**config.mk**
```make
export PLATFORM = sky130hd
export DESIGN_NAME = johnson_counter_param
export DESIGN_NICKNAME = d
export VERILOG_FILES = /design/src/rtl/johnson_counter_param.sv
export SDC_FILE = /design/constraint.sdc
export NUM_CORES = 1
export LEC_CHECK = 0
export CAP_MARGIN = 20
export CORE_AREA = 4 4 41 43
export CTS_CLUSTER_SIZE = 12
export DETAILED_ROUTE_END_ITERATION = 12
export DIE_AREA = 0 0 45 47
export PLACE_DENSITY_LB_ADDON = 0.25
export SLEW_MARGIN = 30
export SYNTH_ARGS = -nofsm -noshare
export SYNTH_HDL_FRONTEND = slang
export SYNTH_SLANG_ARGS = --single-unit
```
**constraint.sdc**
```tcl
create_clock -name clk -period 1.2 [get_ports clk]
set_input_delay 0.12 -clock clk [delete_from_list [all_inputs] [get_ports clk]]
set_output_delay 0.12 -clock clk [all_outputs]
set_load 0.02 [all_outputs]
```
**src/rtl/johnson_counter_param.sv**
```systemverilog
// Parameterised Johnson (twisted-ring) counter with load, direction, decode, wrap and error pulses.
// Optional self-correction of illegal codes is enabled by defining JOHNSON_SELF_CORRECT_EN.
module johnson_counter_param #(
   parameter int WIDTH = 4
) (
   input  logic                         clk,
   input  logic                         rst,
   input  logic                         en,
   input  logic                         dir,
   input  logic                         load,
   input  logic [WIDTH-1:0]             load_val,
   output logic [WIDTH-1:0]             out,
   output logic [$clog2(2*WIDTH)-1:0]   idx,
   output logic [2*WIDTH-1:0]           dec,
   output logic                         wrap,
   output logic                         err
);

   localparam int NSTATES = 2 * WIDTH;
   localparam int IDXW    = $clog2(NSTATES);

   // Code of state k: k ones filling from the MSB, then ones draining from the MSB.
   function automatic logic [WIDTH-1:0] code_of(input int k);
      logic [WIDTH-1:0] c;
      c = '0;
      for (int b = 0; b < WIDTH; b++) begin
         if (k <= WIDTH) c[b] = (b >= WIDTH - k);
         else            c[b] = (b < NSTATES - k);
      end
      return c;
   endfunction

   function automatic logic is_legal(input logic [WIDTH-1:0] v);
      logic hit;
      hit = 1'b0;
      for (int k = 0; k < NSTATES; k++) begin
         if (v == code_of(k)) hit = 1'b1;
      end
      return hit;
   endfunction

   logic [WIDTH-1:0] fwd_code;
   logic [WIDTH-1:0] rev_code;
   logic             out_legal;
   logic [WIDTH-1:0] next_out;
   logic             next_wrap;
   logic             next_err;
   logic             wrap_q;

   assign fwd_code = {~out[0], out[WIDTH-1:1]};
   assign rev_code = {out[WIDTH-2:0], ~out[WIDTH-1]};

   // Decode: illegal codes match no state, leaving idx=0 and dec empty.
   always_comb begin
      // NOTE: every output of a combinational block gets a default first so no latch is inferred.
      idx       = '0;
      dec       = '0;
      out_legal = 1'b0;
      for (int k = 0; k < NSTATES; k++) begin
         if (out == code_of(k)) begin
            idx       = IDXW'(k);
            dec[k]    = 1'b1;
            out_legal = 1'b1;
         end
      end
   end

   always_comb begin
      next_out  = out;
      next_wrap = 1'b0;
      next_err  = 1'b0;
`ifdef JOHNSON_SELF_CORRECT_EN
      if (load) begin
         if (is_legal(load_val)) begin
            next_out = load_val;
         end else begin
            next_out = '0;
            next_err = 1'b1;
         end
      end else if (!out_legal) begin
         next_out = '0;
         next_err = 1'b1;
      end else if (en) begin
`else
      if (load) begin
         next_out = load_val;
      end else if (en) begin
`endif
         if (dir) begin
            next_out  = rev_code;
            next_wrap = (out == code_of(0));
         end else begin
            next_out  = fwd_code;
            next_wrap = (out == code_of(NSTATES - 1));
         end
      end
   end

   // NOTE: state registers use non-blocking assignments so all flops update together at the edge.
   always_ff @(posedge clk or posedge rst) begin
      if (rst) begin
         out    <= '0;
         wrap_q <= 1'b0;
      end else begin
         out    <= next_out;
         wrap_q <= next_wrap;
      end
   end

   assign wrap = wrap_q;

`ifdef JOHNSON_SELF_CORRECT_EN
   logic err_q;

   always_ff @(posedge clk or posedge rst) begin
      if (rst) err_q <= 1'b0;
      else     err_q <= next_err;
   end

   assign err = err_q;
`else
   // Without self-correction illegal codes simply circulate and never flag.
   logic unused_err;
   assign unused_err = next_err ^ is_legal(load_val) ^ out_legal;
   assign err        = 1'b0;
`endif

endmodule

```
==> summary by stage, run 1 <==
Routing
The detail-routed via count per cell is 5.11. The detailed-router iteration count before antenna repair is 4. After detailed routing, the total wire length is 1350 µm. Detailed routing inserted a total of 537 vias. The remaining number of nets flagged by the antenna check after routing is 0. After the first detailed-routing iteration, the DRC count stood at 2. The wire length per cell is 12.9 µm. After detailed routing, the number of remaining DRC violations is 0.

Place
The global placement routability congestion is 0.809. The count of buffers from port buffering is 24. OpenSTA, run right after detailed placement, puts the worst setup slack at -534 ps. Once detailed placement completed, the half-perimeter wirelength came to 1060 µm. The total placed instance area is 855 µm².

Setup path
Setup slack on the worst reg-to-reg path comes out at 20 ps. The capture point of the worst reg-to-reg path is wrap$_DFF_PP0_. The endpoint arrival time on the critical path is 1300 ps. The category of the worst setup path capture point is an output pin. In this run the critical register-to-register path is launched from out[3]$_DFFE_PP0P_. The required time at the endpoint of the critical path is 1080 ps. The type of the worst setup path is flop to output pin. The largest single stage delay on the critical path is 410 ps. The slowest cell on the critical path is sky130_fd_sc_hd__dfrtp_2. The worst register-to-register path has a depth of 3. The maximum net fanout on the critical path is 6. The critical path goes through or2_4 -> nor3b_4 -> buf_6. In this run the number of cells on the critical path is 3. The cell family with the largest share of critical-path delay is simple AND/OR/NAND/NOR gates. The startpoint type of the worst setup path is a flop. The count of buffer and inverter cells on the critical path is 1.

Global routing
The first global-routing pass estimated 2150 µm of wire. The via count of the first global-routing pass is 495. The number of antenna violations at the first check in global routing is 0.

Summed over all layers, the global routing overflow is 0. The pin count of the biggest net entering global routing is 9. In the global route stage, overall resource usage came out at 14.4%.

CTS
In this run, CTS created clock tree buffers numbering 3. CTS placed an instance of sky130_fd_sc_hd__clkbuf_4 at the clock tree root. The clock reaches the later pin of the worst-skew pair after 250 ps. TritonCTS built the clock tree. The clock transition at the registers of the reported paths is 40 ps. The maximum level of the CTS H-tree is 1. In this run the deepest clock path goes through 2 buffers.

The number of sinks handled by clock tree synthesis is 5. For this design, the CTS-stage hold fixing added 0 buffers.

STA
Setup total negative slack on the finished layout was measured at -1820 ps. The number of hold violations in the final report is 0. The final worst hold slack is 80.0 ps. The final clock skew is 6.02 ps.

The count of final max-slew check failures was 0. Setup repair after global routing could not meet its margin everywhere. Derived from the worst setup path, the maximum achievable clock frequency is 0.702 GHz. Setup violations remaining at the end of the flow were counted as 11. Setup slack on the critical path of the routed design comes to -224 ps. The part of the cycle the worst path needs is 119%. Counting I/O delays and the setup requirement, the final critical path takes 1420 ps.

Worst hold path
The worst hold path belongs to the class input port to asynchronous set/reset pin.

Floorplanning
The floorplan die width is 45 µm. The number of rows created at floorplan is 13. The initial core utilization is 33.4%.

The I/O pin count is 26. In this run the vertical extent of the chip is 47 µm. The die footprint is 2120 µm².

The core region is 1300 µm².

Layout
The finished cells cover 906 µm². Of the cells placed in the final design, the portion with a size suffix greater than 1 is 61.1%. The filler cell count is 100. The sequential cell area is 130 µm². The diode insertion count for antenna repair is 0. In the final design database the tool counted 100 nets. Summing all multi-input logic gate instances after layout gives 364 µm².

The area added between synthesis and finish is 109%.

Logic synthesis
Synthesis produced 52 cells. The synthesized netlist contains 22 unique library cells. The post-synthesis sequential element count is 5.

Each instance of the synthesized netlist takes up on average 8.35 µm². When the netlist entered floorplanning its net count stood at 61. During synthesis, Yosys emitted a total of 0 warnings. The post-synthesis instance area is 434 µm². The sequential share of the synthesized area is 28.8%.

Flow run
The count of max-cap constraint violations is 0.

Run status
The run finished, with violations left. The checks that failed: setup timing.

Power
The analysis attributes to cell leakage a power of 0.000389 µW. The largest vdd supply drop is 0.000466 V. The power density of the placed cells is 993 nW/µm².
-- worst register-to-register path: cells and delay by family (launching register included) --
family | cells | cell delay (ps)
DFF | 1 | 410
and+or+nand+nor | 2 | 500
buffers and inverters | 1 | 160
-- worst max-delay path by stage --
stage                                  start     end  slack, ps
after floorplan           out[3]$_DFFE_PP0P_  dec[7]       -150
after global placement    out[2]$_DFFE_PP0P_  dec[7]       -520
after detailed placement  out[2]$_DFFE_PP0P_  dec[7]       -530
after CTS                 out[3]$_DFFE_PP0P_  dec[7]       -210
after global routing      out[3]$_DFFE_PP0P_  dec[7]       -290
final                     out[3]$_DFFE_PP0P_  dec[7]       -220
-- layout by cell type, fill, tap and decap left out, drive strengths merged, types with 2 or more instances in the layout --
cell / count
clkdlybuf4s50: 8
buf: 31
dlygate4sd2: 2
nor3b: 7
xnor2: 2
or2: 2
nor2: 3
o21ai: 5
clkbuf: 4
nor3: 2
a21oi: 6
nand2: 4
mux2i: 3
dfrtp: 5
-- per-layer routing --
metal	up-vias	wire (µm)	share of wire, %	GRT usage (%)
li1	254	-	-	-
met1	259	531	39	16.9
met2	20	709	52	23.7
met3	4	86	6.4	2.30
met4	0	23	1.7	10.5
met5	-	0	0	0
-- area by class of cell --
cell class,instances,area share (%)
inverter,1,0.414
multi-input combinational,39,40.2
clock buffer,4,2.90
timing repair buffer,41,40.1
sequential,5,14.4
tap,15,2.07
-- per-stage QoR --
step | std cells | util (%) | total power [µW]
after floorplan | 52 | - | 478
after global placement | 99 | 65.7 | 669
after detailed placement | 99 | 65.7 | 677
after CTS | 105 | 70.1 | 910
after global routing | 105 | 69.6 | 953
final | 105 | 69.6 | 900
-- where the power goes --
part	total, µW	internal, µW	switching, µW
clock network	199	126	72.7
logic	492	251	240
registers	210	188	21.6
-- state kept, by name, indices dropped and copies added, names as in the netlist --
| register | count |
|---|---|
| wrap | 1 |
| out | 4 |
-- timing repair --
item | in CTS | in global routing
resized for setup | 84 | 1
endpoints found under the setup margin | 17 | 13
pin swaps | 6 | 0
buffers inserted | 2 | 0
-- logic make-up (layout without fill, tap and decap cells) --
group	after synthesis	count (layout)	share of synthesized area, %
flip-flops	5	5	28.8
buffers and inverters	8	46	12.1
multiplexers	3	3	6.92
XOR/XNOR	2	2	4.04
AO/OA/AOI/OAI	12	12	14.4
AND/OR/NAND/NOR	21	21	32.9
other	1	1	0.864
-- synth_stat cells --
library cell / instances / area share [%]
sky130_fd_sc_hd__a21oi_1: 6 / 6.9
sky130_fd_sc_hd__nor4b_1: 1 / 2.0
sky130_fd_sc_hd__nor3_1: 2 / 2.3
sky130_fd_sc_hd__nor4_4: 1 / 4.9
sky130_fd_sc_hd__a21boi_0: 1 / 1.7
sky130_fd_sc_hd__nor3b_2: 1 / 2.9
sky130_fd_sc_hd__nand2_1: 4 / 3.5
sky130_fd_sc_hd__clkbuf_1: 1 / 0.86
sky130_fd_sc_hd__buf_2: 3 / 3.5
sky130_fd_sc_hd__nand2b_1: 1 / 1.4
sky130_fd_sc_hd__mux2i_1: 3 / 6.9
sky130_fd_sc_hd__dfrtp_1: 5 / 29
sky130_fd_sc_hd__o21ai_0: 5 / 5.8
sky130_fd_sc_hd__nor3b_1: 6 / 10
sky130_fd_sc_hd__or2_1: 1 / 1.4
sky130_fd_sc_hd__conb_1: 1 / 0.86
sky130_fd_sc_hd__inv_1: 1 / 0.86
sky130_fd_sc_hd__xnor2_1: 2 / 4.0
sky130_fd_sc_hd__buf_6: 2 / 5.2
sky130_fd_sc_hd__nor2_1: 3 / 2.6
sky130_fd_sc_hd__or2_2: 1 / 1.4
sky130_fd_sc_hd__buf_4: 1 / 1.7
Power figures use the tool's default switching activity.
==> run 2: changes to the inputs <==
CORE_AREA = 2 2 39 41   (was 4 4 41 43)
DIE_AREA = 0 0 41 43   (was 0 0 45 47)
==> summary by stage, run 2 (same netlist as run 1, synthesis figures left out) <==
Run status
The flow ran to the end, but the final reports show violations. The final reports fail on setup timing.

Layout
The commonest non-fill, non-tap cell in the layout is sky130_fd_sc_hd__buf_6. At the end of the flow, the number of nets in the layout was 105. At the end of the flow the core is filled with cells to 71.8%.

The area added between synthesis and finish is 129%. The top cell types in the final layout, fill and taps aside, are 20 x sky130_fd_sc_hd__buf_6, 15 x sky130_fd_sc_hd__buf_4, 8 x sky130_fd_sc_hd__clkdlybuf4s50_1. Of the cells placed in the final design, the portion with a size suffix greater than 1 is 65.3%. The number of flip-flops in the largest register is 4. The largest register by flop count is out. The count of cells in the finished layout, fillers not included, comes to 111.

The repair_antennas step left the layout with diodes totalling 0.

Global routing
The global-route congestion overflow total is 0. The first global-routing pass estimated 2250 µm of wire. Entering global routing, the biggest net connects 9 pins. The number of antenna violations at the first check in global routing is 0. The via count of the first global-routing pass came to 498.

The global-route total usage across every layer is 19.6%.

Setup path
The number of cells on the worst reg-to-reg path is 4. The start point of the critical path is out[2]$_DFFE_PP0P_. The number of gates on the worst path with buffers counted is 3. The slowest cell on the critical path is sky130_fd_sc_hd__dfrtp_2. The endpoint arrival time on the critical path is 1300 ps. The endpoint identified for the worst register-to-register timing path is wrap$_DFF_PP0_. The count of buffer and inverter cells on the critical path is 1. The startpoint identified for the worst register-to-register timing path is out[2]$_DFFE_PP0P_.

The signal on the critical path passes through or2_4 -> nor3b_4 -> buf_6. The largest single stage delay on the critical path is 420 ps. The startpoint type of the worst setup path is a flop. The category of the worst setup path capture point is an output pin. The setup path with the least slack is of type flop to output pin. Grouping stages by cell kind, the critical path spends the most delay in simple AND/OR/NAND/NOR gates. Setup slack on the worst reg-to-reg path comes out at -120 ps. The most critical setup path has its endpoint at dec[7].

Along the worst path, the maximum fanout reaches 6. STA puts the critical path data required time at 1080 ps.

Routing
The first detailed-routing pass ran for 4 iterations. Across all layers, the routed design uses 547 vias. The number of DRC violations after detailed routing is 0.

The routed design has 1460 µm of wire. The detail-routed via count per cell is 4.93. The wire length per cell is 13.1 µm. The first-iteration detailed-routing DRC count is 11.

The remaining number of nets flagged by the antenna check after routing is 0.

CTS
The clock buffer count from CTS is 3. The clock reaches the later pin of the worst-skew pair after 250 ps. The buffer type at the clock tree root is sky130_fd_sc_hd__clkbuf_4. For this design, the sink count on the clock tree is 5. The maximum level of the CTS H-tree is 1.

The CTS tree is done. The maximum count of clock buffers along a single path is 2. Clock-pin slew was measured on the worst setup and hold paths at 40 ps.

Place
The cell total after placement is 100. Buffers placed on the I/O ports in this run total 24. The detailed-placement wirelength estimate is 948 µm. Routability-driven placement finished with a final weighted congestion of 0.810.

STA
Clock skew on the completed layout was measured at 0.260 ps. The count of final max-slew check failures is 0. Setup repair after global routing could not meet its margin everywhere. Derived from the worst setup path, the maximum achievable clock frequency is 0.702 GHz. Setup violations remaining at the end of the flow were counted as 15. The final worst-path setup slack is -224 ps. The final critical path takes up 119% of the cycle.

The routed design could run at a clock period as short as 1420 ps. After routing, the total negative slack on setup checks comes to -1950 ps. The number of hold violations in the final report was 0.

Power
The part of the total power dissipated in combinational logic is 57.3%. In this run the power density over the cells is 981 nW/µm². In this run switching power makes up 36.8% of total power. The sequential group share of total power is 22.1%.

In this run the power spent charging and discharging nets is 359 µW. The part of the power in the clock network is 20.6%. For this design the static power due to leakage is 0.000445 µW.

The worst-case IR drop observed on VDD is 0.000848 V. The internal power is 616 µW.

Flow run
Max-cap violations in this run came to 0.

Floorplanning
The initial core utilization is 31.4%. The floorplan step set the die height to 43 µm. The I/O pin count is 26. The core region is 1380 µm². The floorplan step defined a die boundary enclosing 1760 µm².

Measured along the x axis, the die boundary spans 41 µm. The number of rows created at floorplan is 14.

Worst hold path
The path type of the worst min-delay path is input port to asynchronous set/reset pin.
run 2: cell count changes in the layout (fill, tap and decap cells not counted), moves of 2 or more:
| cell | before | now |
|---|---|---|
| sky130_fd_sc_hd__buf_6 | 8 | 20 |
| sky130_fd_sc_hd__buf_4 | 18 | 15 |
| sky130_fd_sc_hd__nand2_4 | 0 | 2 |
| sky130_fd_sc_hd__o21ai_1 | 0 | 2 |
| sky130_fd_sc_hd__buf_2 | 4 | 2 |
| sky130_fd_sc_hd__o21ai_0 | 5 | 3 |
run 2: worst register-to-register path: stages, from the launching register on:
cell	delay (ps)
sky130_fd_sc_hd__dfrtp_2	420
sky130_fd_sc_hd__or2_4	300
sky130_fd_sc_hd__buf_4	160
sky130_fd_sc_hd__buf_6	110
sky130_fd_sc_hd__nor4_4	240
run 2: power by group through the flow:
stage / registers [µW] / logic (µW) / clock network [µW]
2_1_floorplan: 226 / 252 / 0
3_3_place_gp: 210 / 450 / 0
3_5_place_dp: 211 / 453 / 0
4_1_cts: 210 / 494 / 212
5_1_grt: 219 / 586 / 225
6_report: 215 / 559 / 200
run 2: layout make-up:
cell class                      instances  area, µm²
Clock buffer                            4       26.3
Tap cell                               16       20.0
Sequential cell                         5        130
Timing Repair Buffer                   46        437
Multi-Input combinational cell         39        377
Inverter                                1       3.75
Fill cell                             108        390
run 2: worst min-delay path by stage:
stage / slack [ps] / startpoint / depth (start not counted) / end
6_report: 80 / rst / 2 / out[3]$_DFFE_PP0P_
4_1_cts: 70 / rst / 2 / out[2]$_DFFE_PP0P_
2_1_floorplan: -100 / rst / 1 / out[1]$_DFFE_PP0P_
3_3_place_gp: 330 / rst / 2 / out[1]$_DFFE_PP0P_
5_1_grt: 100 / rst / 2 / out[3]$_DFFE_PP0P_
3_5_place_dp: 340 / rst / 2 / out[1]$_DFFE_PP0P_
run 2: timing repair:
item,CTS,global route
pin swaps,4,4
setup buffers,4,4
gates resized for setup,91,16
setup endpoints to repair,17,15
hold buffers,0,0
run 2: per-stage QoR:
step | power (µW) | hold WS [ps] | instance area, µm² | setup slack [ps]
floorplan | 478 | -102 | 524 | -149
global placement | 660 | 335 | 843 | -508
detailed placement | 664 | 340 | 843 | -549
CTS | 916 | 72.4 | 907 | -223
global route | 1030 | 102 | 993 | -276
finish | 974 | 78.3 | 993 | -224
run 2: metal layers:
metal	global-route usage, %	up-vias	part of all wire (%)
met5	0	-	0
met4	12.0	0	2.0
met3	8.38	4	5.5
met2	29.4	21	52
met1	21.6	258	40
li1	-	264	-
